--- src/rtl/pc_fetch_responder.sv ---
// rtl/pc_fetch_responder.sv - PC-fetch responder assembling DDR read beats into a fetch line
//
// Accepts a word index from the front-end PC controller. Reads LINE_BEATS
// consecutive 64-bit words from the DDR read port, with one beat outstanding at
// a time, and assembles them into one fetch line.
//
// Ports:
//   clock, reset         sole rising-edge clock; synchronous active-high reset
//   pc_index_valid/ready request handshake; pc_index is the start word index
//   cancel_pc_fetch      level; drops the in-flight line, the beats still finish
//   pc_operation_done    one-cycle completion pulse
//   fetch_line(_valid)   assembled line, beat i in [64i+63:64i]; valid pulse
//                        with done when the line was not cancelled
//   ddr_req_*            beat read request (word index), valid/ready
//   ddr_rdata(_valid)    single-cycle read data return
//   fetch_timeout_err    sticky watchdog flag (only with PC_FETCH_TIMEOUT_EN)
//
// Build option: define PC_FETCH_TIMEOUT_EN to add the per-beat watchdog.
module pc_fetch_responder #(
  parameter int LINE_BEATS     = 8,
  parameter int IDX_W          = 19,
  parameter int TIMEOUT_CYCLES = 255
) (
  input  logic                     clock,
  input  logic                     reset,
  input  logic                     pc_index_valid,
  input  logic [IDX_W-1:0]         pc_index,
  output logic                     pc_index_ready,
  input  logic                     cancel_pc_fetch,
  output logic                     pc_operation_done,
  output logic [LINE_BEATS*64-1:0] fetch_line,
  output logic                     fetch_line_valid,
  output logic                     ddr_req_valid,
  output logic [IDX_W-1:0]         ddr_req_addr,
  input  logic                     ddr_req_ready,
  input  logic                     ddr_rdata_valid,
  input  logic [63:0]              ddr_rdata
`ifdef PC_FETCH_TIMEOUT_EN
  ,
  output logic                     fetch_timeout_err
`endif
);

  localparam int                BEAT_W    = (LINE_BEATS > 1) ? $clog2(LINE_BEATS) : 1;
  localparam logic [BEAT_W-1:0] LAST_BEAT = BEAT_W'(LINE_BEATS - 1);

  typedef enum logic [1:0] {
    S_IDLE,
    S_REQ,
    S_WAIT,
    S_DONE
  } state_t;

  state_t            state;
  logic [IDX_W-1:0]  base;
  logic [BEAT_W-1:0] beat;
  logic              cancel_latch;

  logic              beat_timeout;
  logic              timeout_fire;
  logic              beat_end;
  logic [63:0]       beat_data;

`ifdef PC_FETCH_TIMEOUT_EN
  localparam int TO_W = $clog2(TIMEOUT_CYCLES + 1);
  logic [TO_W-1:0] to_cnt;

  // The counter covers the whole beat (request and wait phases together).
  assign beat_timeout = ((state == S_REQ) || (state == S_WAIT)) &&
                        (to_cnt == TO_W'(TIMEOUT_CYCLES - 1));
`else
  // Watchdog compiled out: this expression is constant false.
  assign beat_timeout = (TIMEOUT_CYCLES < 0);
`endif

  // A beat ends on real data in WAIT, or on watchdog expiry with a zero slot.
  always_comb begin
    beat_end     = 1'b0;
    beat_data    = ddr_rdata;
    timeout_fire = 1'b0;
    if ((state == S_WAIT) && ddr_rdata_valid) begin
      beat_end = 1'b1;
    end else if (beat_timeout) begin
      beat_end     = 1'b1;
      beat_data    = '0;
      timeout_fire = 1'b1;
    end
  end

  // Cancel arriving in the DONE cycle itself must still suppress the line.
  assign fetch_line_valid = pc_operation_done & ~(cancel_latch | cancel_pc_fetch);

  always_ff @(posedge clock) begin
    if (reset) begin
      state             <= S_IDLE;
      pc_index_ready    <= 1'b1;
      pc_operation_done <= 1'b0;
      ddr_req_valid     <= 1'b0;
      ddr_req_addr      <= '0;
      base              <= '0;
      beat              <= '0;
      cancel_latch      <= 1'b0;
      fetch_line        <= '0;
`ifdef PC_FETCH_TIMEOUT_EN
      to_cnt            <= '0;
      fetch_timeout_err <= 1'b0;
`endif
    end else begin
      pc_operation_done <= 1'b0;

      case (state)
        S_IDLE: begin
          if (pc_index_valid) begin
            base           <= pc_index;
            beat           <= '0;
            cancel_latch   <= 1'b0;
            ddr_req_valid  <= 1'b1;
            ddr_req_addr   <= pc_index;
            pc_index_ready <= 1'b0;
            state          <= S_REQ;
          end
        end
        S_REQ: begin
          if (ddr_req_ready) begin
            ddr_req_valid <= 1'b0;
            state         <= S_WAIT;
          end
        end
        S_WAIT: begin
        end
        S_DONE: begin
          pc_index_ready <= 1'b1;
          state          <= S_IDLE;
        end
        default: begin
          state <= S_IDLE;
        end
      endcase

      // Beat completion overrides the REQ->WAIT move when the watchdog fires in REQ.
      if (beat_end) begin
        fetch_line[64*beat +: 64] <= beat_data;
        if (beat == LAST_BEAT) begin
          ddr_req_valid     <= 1'b0;
          pc_operation_done <= 1'b1;
          state             <= S_DONE;
        end else begin
          beat          <= beat + BEAT_W'(1);
          ddr_req_valid <= 1'b1;
          ddr_req_addr  <= base + IDX_W'(beat) + IDX_W'(1);
          state         <= S_REQ;
        end
      end

      if ((state != S_IDLE) && cancel_pc_fetch) begin
        cancel_latch <= 1'b1;
      end

`ifdef PC_FETCH_TIMEOUT_EN
      if (beat_end || (state == S_IDLE) || (state == S_DONE)) begin
        to_cnt <= '0;
      end else begin
        to_cnt <= to_cnt + TO_W'(1);
      end
      // A timed-out line is treated as cancelled so its valid pulse is dropped.
      if (timeout_fire) begin
        fetch_timeout_err <= 1'b1;
        cancel_latch      <= 1'b1;
      end
`endif
    end
  end

endmodule
--- config.mk ---
export PLATFORM = sky130hd
export DESIGN_NAME = pc_fetch_responder
export DESIGN_NICKNAME = d
export VERILOG_FILES = /design/src/rtl/pc_fetch_responder.sv
export SDC_FILE = /design/constraint.sdc
export NUM_CORES = 1
export LEC_CHECK = 0
export CAP_MARGIN = 40
export CORE_AREA = 2 2 240 242
export DETAILED_ROUTE_END_ITERATION = 16
export DIE_AREA = 0 0 242 244
export PLACE_DENSITY = 0.68
export SETUP_SLACK_MARGIN = 0.1
export SYNTH_ARGS = -nofsm -noshare
export SYNTH_HDL_FRONTEND = slang
export SYNTH_SLANG_ARGS = --single-unit
export TNS_END_PERCENT = 20
--- constraint.sdc ---
create_clock -name clock -period 3.3 [get_ports clock]
set_input_delay 0.99 -clock clock [delete_from_list [all_inputs] [get_ports clock]]
set_output_delay 0.99 -clock clock [all_outputs]
set_load 0.05 [all_outputs]
==> results.md <==
* Startpoint class of the critical path: input port
* Final layout net count at 3,173
* Largest net degree at the start of global routing at 153
* # IOs at 624
* Commonest non-fill, non-tap cell in the layout: nand2_1
* Routed wire per std cell at 21.1 um
* Vias per std cell at 5.27
* First-pass GRT wire length at 121 mm
* Clock-pin slew on the worst setup and hold paths at 0.06 ns
* Row cnt at 87
* Post-CTS Hold Fix Bufs at 0
* Mapped Cells at 2,606
* Syn_area_per_cell at 7.97 um2
* Design Power at 15,300 uW
* Gr ovfl total at 0
* Core area at 56,200 um2
* Clock Tree Buf Depth at 3
* P_leak at 0.00953 uW
* Max Fclk at 341 MHz
* Fin util at 52.4%
* Post-synth ARST share at 0%
* Mapped cell area at 20,800 um2
* Post-CTS sizing at 0
* Min Tclk post-route at 2.93 ns
* H-tree depth at 2
* Crit. End Element: output port
* Worst-Margin Slew at 0.931 ns
* Ys flop type: dfxtp_1
* Met3 Usage GRT at 7.08%
* Max-slew violation count at 0
* Cell internal pwr at 11,300 uW
* Sw Ratio at 25.6%
* DPL Wire Length at 54.3 mm
* Crit path kind: input port to output port
* Max capacitance violation total at 0
* Clk pwr share at 44.5%
* Die width at 242 um
* I/O Buffers at 623
* Initial core utilization at 37.0%
* Unrepaired setup endpoints after global routing: false
* DRT Pass-1 Iters at 6
* Comb pwr share at 9.7%
* Post-CTS Setup Inserts at 0
* Fin Setup TNS at 0 ns
* Slew margin rel. at 37.9%
* Status: complete, no violations
* Total CTS buffers at 58
* Worst-skew pair later-pin latency at 0.63 ns
* Top Usage Layer GRT: met2
* VDD IR max at 444 uV
* CTS tree: yes
* Worst EP required at 2.31 ns
* Syn. warnings at 0
* Met2 Usage GRT at 45.6%
* Fin crit share at 88.8%
* Hold Path Class: flop to flop
* Initial antenna violation count at 0
* Synth-to-Final Area Change at 41.8%
* Syn Nets at 2,707
* Die Area at 59,000 um2
* Seq cells post-synth at 559
* Met1 global-route usage at 31.1%
* DRC at 0
* Root buf cell: clkbuf_16
* Worst EP arrival at 1.94 ns
* Inserted Diodes at 0
* CTS Sinks at 559
* Initial DRC count at 1,808
* Via count at 20,421
* Register area share after synthesis at 53.9%
* Post-DRT Antenna Nets at 0
* Commonest non-fill, non-tap cells in the layout: nand2_1, clkdlybuf4s50_1, dfxtp_1
* P per Cell Area at 518 nW/um2
* Routed WL at 81.7 mm
* EDFF count, synth at 0
* Clk_skew at 0.0256 ns
* Total Routing Usage GR at 26.3%
* Number of global-route vias before repair at 19,586
* Sequential share of power at 45.8%
* Final-report setup violation count at 0
* Hold Vio Cnt, Final at 0
* Crit path max fanout at 2
* P_sw at 3900 uW
* DIE HEIGHT at 244 um
* Netlist cell types at 45
* GP Congestion at 0.849
* Fraction of layout cells with a size suffix above 1 at 5.42%
worst max-delay path, stage by stage:
cell             delay (ns)
clkdlybuf4s50_1        0.42
nor3b_1                0.34
buf_12                 0.19
per-layer routing:
metal	wire, um	vias to the layer above
li1	-	9513
met4	2990	0
met1	32100	9838
met5	0	-
met3	6960	167
met2	39700	903
synth_stat cells (4+ instances only):
| cell | n | area, um2 |
|---|---|---|
| buf_2 | 23 | 115 |
| ha_1 | 11 | 138 |
| a221oi_1 | 15 | 131 |
| inv_1 | 7 | 26.3 |
| nand2_1 | 865 | 3250 |
| a21oi_1 | 515 | 2580 |
| buf_6 | 6 | 67.6 |
| or2_2 | 4 | 25.0 |
| xor2_1 | 14 | 123 |
| clkbuf_1 | 201 | 754 |
| buf_4 | 37 | 278 |
| a311oi_1 | 4 | 35.0 |
| o31ai_1 | 40 | 300 |
| nand4_1 | 6 | 37.5 |
| nand3b_1 | 40 | 300 |
| nor2_1 | 38 | 143 |
| nand2b_1 | 6 | 37.5 |
| dfxtp_1 | 559 | 11200 |
| nor3b_1 | 25 | 188 |
| nand3_1 | 149 | 746 |
state kept, by name, summed over array words and instances (netlist names):
name	count
ddr_req_valid	1
pc_operation_done	1
state	2
ddr_req_addr	19
base	19
cancel_latch	1
fetch_line	512
pc_index_ready	1
beat	3
cell type report:
type                       count  area [um2]
clock buffer                  85        1680
clock inverter                23         295
fill                        5113       26700
inverter                       7        26.3
multi-input combinational   1770        8390
sequential                   559       11200
tap                          756         946
timing repair buffer         676        6920
path summary, 6_finish.rpt:
| check | slack (ns) | to | depth (start not counted) | start |
|---|---|---|---|---|
| worst min register to register | 0.45 | fetch_line[289] | 2 | fetch_line[289] |
| worst min-delay path | 0.45 | fetch_line[289] | 2 | fetch_line[289] |
| worst max register to register | 0.52 | fetch_line[383] | 9 | beat[0] |
| worst max-delay path | 0.37 | fetch_line_valid | 3 | cancel_pc_fetch |
stage by stage:
stage	hold slack [ns]	setup WS, ns	instances	area, um2
floorplan	0.436	0.176	2606	20800
global placement	0.438	0.156	3767	27500
detailed placement	0.445	0.115	3768	27500
CTS	0.454	0.373	3876	29500
global route	0.467	0.323	3876	29500
finish	0.452	0.370	3876	29500
cells by family after synthesis:
logic type	share of synthesized area, %
buf+inv	6.03
simple gates	23.5
flops	53.9
fa+ha+maj	0.759
xor+xnor	0.717
compound gates	15.1
power groups by stage:
stage,registers (uW),clock network [uW],logic [uW]
3_5_place_dp,7130,0,1470
5_1_grt,7000,7140,1560
4_1_cts,6980,6890,1480
6_report,6990,6790,1480
2_1_floorplan,7400,0,656
3_3_place_gp,7120,0,1450
Note: power is estimated with default switching activity, not from simulation.
